$ cat src/rtl/text_mode_pkg.sv
// text_mode_pkg: shared geometry, control codes and writer states for the text-mode framebuffer.
package text_mode_pkg;
  localparam int COLS = 80;
  localparam int ROWS = 30;
  localparam int ADDR_W = 12;
  localparam logic [7:0] CLEAR_CHAR = 8'h20;
  localparam logic [7:0] CH_BS = 8'h08;
  localparam logic [7:0] CH_LF = 8'h0A;
  localparam logic [7:0] CH_FF = 8'h0C;
  localparam logic [7:0] CH_CR = 8'h0D;
  typedef enum logic [1:0] {IDLE, CLEAR_ROW, CLEAR_ALL} state_e;
  function automatic logic [ADDR_W-1:0] row_base(input logic [4:0] row);
    return ADDR_W'(row) * ADDR_W'(COLS);
  endfunction
endpackage

$ cat src/rtl/text_console_writer_if.sv
// text_console_writer_if: character stream handshake plus text RAM write port.
interface text_console_writer_if;
  import text_mode_pkg::*;
  logic char_valid;
  logic [7:0] char_data;
  logic char_ready;
  logic ram_wr_en;
  logic [ADDR_W-1:0] ram_addr;
  logic [7:0] ram_wr_data;
  modport master (output char_valid, char_data, input char_ready, ram_wr_en, ram_addr, ram_wr_data);
  modport slave (input char_valid, char_data, output char_ready, ram_wr_en, ram_addr, ram_wr_data);
endinterface

$ cat src/rtl/text_console_writer.sv
// text_console_writer: turns an ASCII stream into text RAM writes at a tracked cursor.
// Clears reuse the registered address/data path, so every RAM write appears one cycle late.
module text_console_writer
  import text_mode_pkg::*;
#(
  parameter bit CLEAR_ON_RESET = 1'b1
) (
  input  logic                 clk,
  input  logic                 reset_n,
  text_console_writer_if.slave bus,
  output logic [6:0]           cursor_col,
  output logic [4:0]           cursor_row,
  output logic                 busy
);
  state_e state_q, state_d;
  logic [6:0] col_q, col_d;
  logic [4:0] row_q, row_d;
  logic [ADDR_W-1:0] addr_q, addr_d, cnt_q, cnt_d;
  logic [7:0] data_q, data_d;
  logic wr_q, wr_d;
  logic [7:0] ch;
  logic acc, prt, col_end, row_end, row_adv, last, bs_ok;
  logic [6:0] bs_col;
  logic [4:0] bs_row;
  assign ch = bus.char_data;
  assign acc = bus.char_valid && state_q == IDLE;
  assign prt = ch >= 8'h20 && ch <= 8'h7E;
  assign col_end = col_q == 7'(COLS - 1);
  assign row_end = row_q == 5'(ROWS - 1);
  assign row_adv = acc && ((prt && col_end) || ch == CH_LF);
  assign last = cnt_q == (state_q == CLEAR_ALL ? ADDR_W'(COLS * ROWS - 1) : ADDR_W'(COLS - 1));
  assign bs_ok = col_q != 7'd0 || row_q != 5'd0;
  assign bs_col = col_q != 7'd0 ? col_q - 7'd1 : 7'(COLS - 1);
  assign bs_row = col_q != 7'd0 ? row_q : row_q - 5'd1;
  always_ff @(posedge clk or negedge reset_n) begin
    if (!reset_n) state_q <= CLEAR_ON_RESET ? CLEAR_ALL : IDLE;
    else state_q <= state_d;
  end
  always_comb begin
    state_d = state_q != IDLE ? (last ? IDLE : state_q) :
              acc && ch == CH_FF ? CLEAR_ALL :
              row_adv && row_end ? CLEAR_ROW : IDLE;
  end
  always_comb begin
    col_d = col_q;
    row_d = row_q;
    addr_d = addr_q;
    data_d = data_q;
    cnt_d = cnt_q;
    wr_d = 1'b0;
    if (state_q != IDLE) begin
      wr_d = 1'b1;
      addr_d = (state_q == CLEAR_ROW ? row_base(row_q) : '0) + cnt_q;
      data_d = CLEAR_CHAR;
      cnt_d = last ? '0 : cnt_q + 1'b1;
    end else if (acc) begin
      if (prt) begin
        wr_d = 1'b1;
        addr_d = row_base(row_q) + ADDR_W'(col_q);
        data_d = ch;
        col_d = col_end ? 7'd0 : col_q + 7'd1;
      end else if (ch == CH_CR || ch == CH_LF) begin
        col_d = 7'd0;
      end else if (ch == CH_BS && bs_ok) begin
        wr_d = 1'b1;
        col_d = bs_col;
        row_d = bs_row;
        addr_d = row_base(bs_row) + ADDR_W'(bs_col);
        data_d = CLEAR_CHAR;
      end else if (ch == CH_FF) begin
        col_d = 7'd0;
        row_d = 5'd0;
      end
      if (row_adv) row_d = row_end ? 5'd0 : row_q + 5'd1;
    end
  end
  always_ff @(posedge clk or negedge reset_n) begin
    if (!reset_n) begin
      col_q <= '0;
      row_q <= '0;
      addr_q <= '0;
      data_q <= '0;
      cnt_q <= '0;
      wr_q <= 1'b0;
    end else begin
      col_q <= col_d;
      row_q <= row_d;
      addr_q <= addr_d;
      data_q <= data_d;
      cnt_q <= cnt_d;
      wr_q <= wr_d;
    end
  end
  always_comb begin
    bus.char_ready = state_q == IDLE;
    busy = state_q != IDLE;
    bus.ram_wr_en = wr_q;
    bus.ram_addr = addr_q;
    bus.ram_wr_data = data_q;
    cursor_col = col_q;
    cursor_row = row_q;
  end
endmodule

$ cat src/flat_wrapper.sv
// flat-port wrapper written by rule: the top's interface ports become plain ports
module text_console_writer_flat import text_mode_pkg::*;
#(
  parameter bit CLEAR_ON_RESET = 1'b1
)
  (clk, reset_n, cursor_col, cursor_row, busy, bus_char_valid, bus_char_data, bus_char_ready, bus_ram_wr_en, bus_ram_addr, bus_ram_wr_data);
  text_console_writer_if bus_i ();
  input  logic clk;
  input  logic reset_n;
  output logic [6:0] cursor_col;
  output logic [4:0] cursor_row;
  output logic busy;
  input wire logic [$bits(bus_i.char_valid)-1:0] bus_char_valid;
  input wire logic [$bits(bus_i.char_data)-1:0] bus_char_data;
  output wire logic [$bits(bus_i.char_ready)-1:0] bus_char_ready;
  output wire logic [$bits(bus_i.ram_wr_en)-1:0] bus_ram_wr_en;
  output wire logic [$bits(bus_i.ram_addr)-1:0] bus_ram_addr;
  output wire logic [$bits(bus_i.ram_wr_data)-1:0] bus_ram_wr_data;
  assign bus_i.char_valid = bus_char_valid;
  assign bus_i.char_data = bus_char_data;
  assign bus_char_ready = bus_i.char_ready;
  assign bus_ram_wr_en = bus_i.ram_wr_en;
  assign bus_ram_addr = bus_i.ram_addr;
  assign bus_ram_wr_data = bus_i.ram_wr_data;
  text_console_writer #(.CLEAR_ON_RESET(CLEAR_ON_RESET)) u_core (.clk(clk), .reset_n(reset_n), .bus(bus_i), .cursor_col(cursor_col), .cursor_row(cursor_row), .busy(busy));
endmodule
$ cat config.mk
export PLATFORM = sky130hd
export DESIGN_NAME = text_console_writer_flat
export DESIGN_NICKNAME = d
export VERILOG_FILES = /design/src/rtl/text_mode_pkg.sv /design/src/rtl/text_console_writer_if.sv /design/src/rtl/text_console_writer.sv /design/src/flat_wrapper.sv
export SDC_FILE = /design/constraint.sdc
export NUM_CORES = 1
export LEC_CHECK = 0
export CORE_ASPECT_RATIO = 0.8
export CORE_MARGIN = 1.5
export CORE_UTILIZATION = 40
export DETAILED_ROUTE_END_ITERATION = 10
export PLACE_DENSITY = 0.67
export SKIP_LAST_GASP = 1
export SYNTH_ARGS = -nofsm -noshare
export SYNTH_HDL_FRONTEND = slang
export SYNTH_SLANG_ARGS = --single-unit
$ cat constraint.sdc
create_clock -name clk -period 6.1 [get_ports clk]
set_input_delay 0.915 -clock clk [delete_from_list [all_inputs] [get_ports clk]]
set_output_delay 0.915 -clock clk [all_outputs]
set_load 0.05 [all_outputs]
==> results of run 1 <==
kinds of logic (layout without fill, tap and decap cells):
| logic type | count (synthesis) | in the layout | share of synthesized area |
|---|---|---|---|
| compound gates | 132 | 132 | 0.236 |
| xor+xnor | 28 | 28 | 0.0640 |
| fa+ha+maj | 37 | 37 | 0.131 |
| mux | 3 | 3 | 0.00817 |
| simple gates | 151 | 151 | 0.201 |
| buf+inv | 46 | 79 | 0.0529 |
| flops | 47 | 47 | 0.307 |
routing by layer:
metal  part of all wire  GRT usage  wire (um)
met5                  0          0          0
met4              0.014     0.0485        149
met3              0.064     0.0396        668
met2               0.44      0.328       4680
met1               0.48      0.300       5020
cell type report:
type / count / area, um2 / area share
inverter: 25 / 93.8 / 0.0209
tap: 115 / 144 / 0.0321
multi-input combinational: 351 / 2450 / 0.546
clock inverter: 3 / 46.3 / 0.0103
clock buffer: 5 / 125 / 0.0279
timing repair buffer: 46 / 453 / 0.101
sequential: 47 / 1180 / 0.262
power groups by stage:
| stage | Combinational (mW) | Sequential (mW) | Clock (mW) |
|---|---|---|---|
| 2_1_floorplan | 0.00913 | 0.318 | 0 |
| 3_3_place_gp | 0.0267 | 0.318 | 0 |
| 3_5_place_dp | 0.0267 | 0.318 | 0 |
| 4_1_cts | 0.0268 | 0.311 | 0.330 |
| 5_1_grt | 0.0296 | 0.311 | 0.345 |
| 6_report | 0.0266 | 0.312 | 0.323 |
worst max-delay path by stage:
| stage | start | end | slack [ns] | depth (start not counted) |
|---|---|---|---|---|
| after floorplan | u_core.cursor_col[0]$_DFFE_PN0P_ | u_core.bus.ram_addr[11]$_DFFE_PN0P_ | 1.80 | 16 |
| after global placement | u_core.cursor_col[0]$_DFFE_PN0P_ | u_core.bus.ram_addr[11]$_DFFE_PN0P_ | 1.76 | 15 |
| after detailed placement | u_core.cursor_col[0]$_DFFE_PN0P_ | u_core.bus.ram_addr[11]$_DFFE_PN0P_ | 1.51 | 15 |
| after CTS | u_core.cursor_col[0]$_DFFE_PN0P_ | u_core.bus.ram_addr[11]$_DFFE_PN0P_ | 1.48 | 15 |
| after global routing | u_core.cursor_col[1]$_DFFE_PN0P_ | u_core.bus.ram_addr[11]$_DFFE_PN0P_ | 0.98 | 15 |
| final | u_core.cursor_col[0]$_DFFE_PN0P_ | u_core.bus.ram_addr[11]$_DFFE_PN0P_ | 1.41 | 15 |
sequential cells by signal, indices dropped and copies added, names as in the netlist:
register	flops
u_core.bus.ram_wr_en	1
u_core.bus.ram_wr_data	8
u_core.cursor_col	7
u_core.cnt_q	12
u_core.cursor_row	5
u_core.bus.ram_addr	12
u_core.state_q	2
worst max-delay path: stages (launching register included):
cell and delay (ns):
dfrtp_1 0.48, inv_1 0.09, ha_1 0.21, or3b_1 0.51
nor2_1 0.45, nand4_1 0.19, xnor2_1 0.34, ha_1 0.30
ha_1 0.23, fa_1 0.55, o211ai_1 0.13, nor3_1 0.29
nor2b_1 0.19, mux2i_1 0.08, a2111oi_1 0.43, a2111o_1 0.15
cell usage after synthesis, drive strengths merged (3+ instances only):
| library cell | n |
|---|---|
| dfrtp | 46 |
| nor2 | 40 |
| o21ai | 37 |
| nand2 | 36 |
| ha | 32 |
| a21oi | 27 |
| inv | 25 |
| xnor2 | 18 |
| nand3 | 13 |
| buf | 11 |
| clkbuf | 10 |
| xor2 | 10 |
| and3 | 9 |
| nor3 | 8 |
| a211oi | 7 |
| nand4 | 7 |
| nor2b | 7 |
| a21o | 6 |
| a22oi | 6 |
| and2 | 6 |
| nand2b | 6 |
| a221o | 5 |
| a22o | 5 |
| fa | 5 |
| o211ai | 5 |
| o22ai | 5 |
| or2 | 5 |
| o31ai | 4 |
| a31oi | 3 |
| nor4 | 3 |
| o21a | 3 |
metrics by stage:
stage	hold WS (ns)	worst slack [ns]
2_1_floorplan	0.467	1.80
3_3_place_gp	0.471	1.76
3_5_place_dp	0.480	1.51
4_1_cts	0.495	1.48
5_1_grt	0.530	0.979
6_report	0.492	1.41
==> metrics.txt, run 1 <==
most frequent cells in the layout 46 x dfrtp_1, 44 x clkdlybuf4s50_1, 40 x nor2_1; Syn. warnings 0; fin util 0.488; Starting DRT DRC Count 448; Die Span Y 90.5 um; Mapped Area 0.00383 mm2; run status finished with violations; Starting Density 0.417; worst slew pin tran 1.10 ns; power per standard cell area 147 mW/mm2; final wirelength 10500 um; Rows 31; full die area 0.0102 mm2; total iterations of the first detailed-routing run 11; CP Data Required Time 6.33 ns; sw frac 0.220; cts bufs inserted 5; worst min-delay path startpoint u_core.bus.ram_wr_data[7]$_DFFE_PN0P_; Vias per Instance 5.99; R2R cell count 15; fmax 213 MHz; CTS tree yes; placed cell areas 0.00432 mm2; # resized after CTS 0; Comb pwr share 0.040; max cap viols 0; area grow syn2layout 17.2%; DIE WIDTH 112 um; Netlist cell types 67; clock share of power 0.488; Critical Path Start Type flip-flop; NumNets Final 524; H-tree depth 2; Core Area 0.00919 mm2; Setup TNS Final 0 ns; RSZ-0062 raised after global routing no; R2R Setup Slk 1.41 ns; Seq cells post-synth 47; clock skew 0.00666 ns; syn_area_per_cell 8.63 um2; Primary FF master, synth dfrtp_1; CTS Hold Bufs 0; Slew Viols, Final 0; design area 0.00449 mm2; fin crit period 4.69 ns; CP max FO 10; async set-reset flop share out of synthesis 1.00; largest net degree at the start of global routing 48; vias 3547; kind of critical path flip-flop to flip-flop; WL/cell 17.8 um; final number of setup-violating endpoints 0; Int Pwr 0.515 mW; reg2reg end u_core.bus.ram_addr[11]$_DFFE_PN0P_; n_diodes 0; Rel. slew slack 0.269; vias in the first global route 3339; grt ovf 0; overall power 0.661 mW; largest area contributor in the netlist dfrtp_1; synth top area cells dfrtp_1 30%, ha_1 10%, o21ai_0 4.4%; Layout Cells excl Fill 592; # IOs 46; first-pass GRT wire length 17100 um; Total GRT Usage 0.210; Net Count, Synth 492; failing checks DRC; register share of total power 0.471; Critical R2R Launch u_core.cursor_col[0]$_DFFE_PN0P_; cells after synthesis 444; share of post-route cells with drive strength above 1 0.0587; most common cell after layout, fill and taps aside dfrtp_1; clk_lat worst skew 0.29 ns; port buffer count 45; CTS Sinks 47; crit path DAT 4.92 ns; Post-CTS Setup Inserts 0; CP endpoint kind flip-flop; Hold Vio Cnt, Final 0; WHS Path Cells 1; Worst VDD drop 0.102 mV; FILL cells 871; initial antenna violation count 0; fin crit share 0.770; Worst Hold Path EP u_core.bus.ram_wr_data[7]$_DFFE_PN0P_; area share of the largest cell type after synthesis 0.301; antenna-violating nets left 0; Pleak 1.90 nW; CTS Root Cell clkbuf_16; dpl hpwl 7900 um; Placer Congestion 0.955; Post-synth EDFFs 0; maximum root-to-sink buffer count 2; drc violations 6; clock transition at the registers of the reported paths 0.07 ns; sw power 0.145 mW; Min-Delay Path Class flip-flop to flip-flop; Seq/Total Area, Yosys 0.307; placed insts 584
No activity file was read; power rests on OpenSTA's default activity.
==> run 2: changes to the inputs <==
- clock period: 6.1 -> 4.7 ns (I/O delays scaled with it)
==> metrics.txt, run 2 (synthesized netlist as in run 1, its figures left out) <==
Core Area 0.00919 mm2 (unchanged); Starting Density 0.417 (unchanged); Worst Hold Path EP u_core.bus.ram_wr_data[7]$_DFFE_PN0P_; initial antenna violation count 0 (unchanged); clock transition at the registers of the reported paths 0.07 ns (about the same); critical path's most frequent cell ha_1; Pleak 1.91 nW (+0.74%); Total GRT Usage 0.217 (+0.00709); fmax 222 MHz (+4.3%); Rel. slew slack 0.257 (-0.0120); share of post-route cells with drive strength above 1 0.0668 (+0.00811); Starting DRT DRC Count 425 (-5.1%); worst min-delay path startpoint u_core.bus.ram_wr_data[7]$_DFFE_PN0P_; Placer Congestion 0.920 (-3.7%); Hold Vio Cnt, Final 0 (unchanged); first-pass GRT wire length 17600 um (+3.4%); drc violations 6 (unchanged); Vias per Instance 5.95 (-0.65%); cts bufs inserted 5 (unchanged); dpl ws 0.294 ns (-1.22 ns); grt ovf 0 (unchanged); most frequent cells in the layout 46 x dfrtp_1, 44 x clkdlybuf4s50_1, 40 x nor2_1; Min-Delay Path Class flip-flop to flip-flop; # IOs 46 (unchanged); worst slew pin tran 1.11 ns (+0.0180 ns); area grow syn2layout 17.3% (about the same); Rows 31 (unchanged); final hold slack 0.490 ns (-0.00203 ns); max incr delay on CP 0.51 ns (-0.04 ns); failing checks DRC; final wirelength 10500 um (+0.15%); CP max FO 10 (unchanged); largest net degree at the start of global routing 48 (unchanged); most common cell after layout, fill and taps aside dfrtp_1; n_diodes 0 (unchanged); fin crit period 4.50 ns (-0.193 ns); port buffer count 45 (unchanged); CP Cell Sequence inv_1 -> ha_1 -> or3b_1 -> nor2_1 -> nand4_1 -> xnor2_2 -> ha_1 -> ha_1 -> fa_1 -> xnor2_1 -> nor3_2 -> a221o_1 -> mux2i_1 -> a2111oi_1 -> a2111o_1; reg2reg end u_core.bus.ram_addr[11]$_DFFE_PN0P_; FILL cells 890 (+2.2%); CTS Sinks 47 (unchanged); total iterations of the first detailed-routing run 8 (-3); CP endpoint kind flip-flop; Critical Path Start Type flip-flop; DIE WIDTH 112 um (unchanged); crit path DAT 4.68 ns (-0.24 ns); CP Data Required Time 4.88 ns (-1.45 ns); kind of critical path flip-flop to flip-flop; clock skew 0.00817 ns (+0.00151 ns); NumNets Final 527 (+0.57%); dpl hpwl 7810 um (-1.0%); clk_lat worst skew 0.30 ns (about the same); Critical R2R Launch u_core.cursor_col[0]$_DFFE_PN0P_; Die Span Y 90.5 um (unchanged); Worst VDD drop 0.119 mV (+16%); vias 3536 (-0.31%); full die area 0.0102 mm2 (unchanged); RSZ-0062 raised after global routing no; power per standard cell area 178 mW/mm2 (+21%); R2R Setup Slk 0.20 ns (-1.21 ns); overall power 0.801 mW (+21%); WL/cell 17.7 um (-0.19%); antenna-violating nets left 0 (unchanged); run status finished with violations; max cap viols 0 (unchanged); fin crit share 0.958 (+0.188); H-tree depth 2 (unchanged); Setup crit start u_core.cursor_col[0]$_DFFE_PN0P_; Setup TNS Final 0 ns (unchanged); maximum root-to-sink buffer count 2 (unchanged); CTS Root Cell clkbuf_16; Slew Viols, Final 0 (unchanged); final number of setup-violating endpoints 0 (unchanged); vias in the first global route 3431 (+2.8%); WHS Path Cells 1 (unchanged); Final WS setup 0.198 ns (-1.21 ns); Slowest-stage cell, CP or3b_1; R2R cell count 15 (unchanged); CTS tree yes; Post-CTS Setup Inserts 0 (unchanged)
-- run 2: changes by cell type in the layout (fill, tap and decap cells not counted), sizes merged --
cell and delta:
inv -1, bufinv -1, buf +3, clkinvlp -1, clkinv +2
-- run 2: through the flow --
stage                      util  cell area [um2]  std cells
after detailed placement  0.472             4340        587
after global routing      0.489             4490        594
final                     0.489             4490        594
after floorplan               -             3830        444
after global placement    0.472             4340        587
after CTS                 0.487             4480        594
-- run 2: how the worst max path moves through the flow --
stage | to | slack, ns | cells after the start
floorplan | u_core.bus.ram_addr[11]$_DFFE_PN0P_ | 0.40 | 16
global placement | u_core.bus.ram_addr[11]$_DFFE_PN0P_ | 0.52 | 15
detailed placement | u_core.bus.ram_addr[11]$_DFFE_PN0P_ | 0.29 | 15
CTS | u_core.bus.ram_addr[11]$_DFFE_PN0P_ | 0.21 | 15
global route | u_core.bus.ram_addr[11]$_DFFE_PN0P_ | 0.02 | 15
finish | u_core.bus.ram_addr[11]$_DFFE_PN0P_ | 0.20 | 15
-- run 2: worst max-delay path: cells and delay by family, from the launching register on --
kind                       cells  cell delay, ns
and+or+nand+nor                4            1.09
adders and majority gates      4            1.22
xor gates and xnor gates       2            0.47
DFF                            1            0.48
buffers and inverters          1            0.11
AOI/OAI and AO/OA              3            0.83
muxes                          1            0.15
-- run 2: where the power goes --
group	switching, mW	total, mW	leakage, nW	internal (mW)
logic	0.0234	0.0357	1.25	0.0123
registers	0.0000785	0.404	0.598	0.404
clock network	0.166	0.361	0.0696	0.195
total	0.190	0.801	1.91	0.611
-- run 2: timing repair --
action                     CTS  global route
setup endpoints to repair    0             1
hold buffers                 0             0
gates resized for setup      0             2
hold endpoints to repair     0             0
-- run 2: per-layer routing --
| layer | up-vias | part of all wire | global-route usage |
|---|---|---|---|
| met5 | - | 0 | 0 |
| met4 | 0 | 0.016 | 0.0707 |
| met1 | 1702 | 0.47 | 0.311 |
| li1 | 1689 | - | - |
| met2 | 128 | 0.45 | 0.328 |
| met3 | 17 | 0.063 | 0.0409 |
-- run 2: final cells by class --
class                      count  area [um2]  area share
multi-input combinational    351        2460       0.548
sequential                    47        1180       0.262
clock buffer                   5         125      0.0279
timing repair buffer          49         475       0.106
clock inverter                 2        13.8     0.00306
inverter                      25        93.8      0.0209
tap                          115         144      0.0320
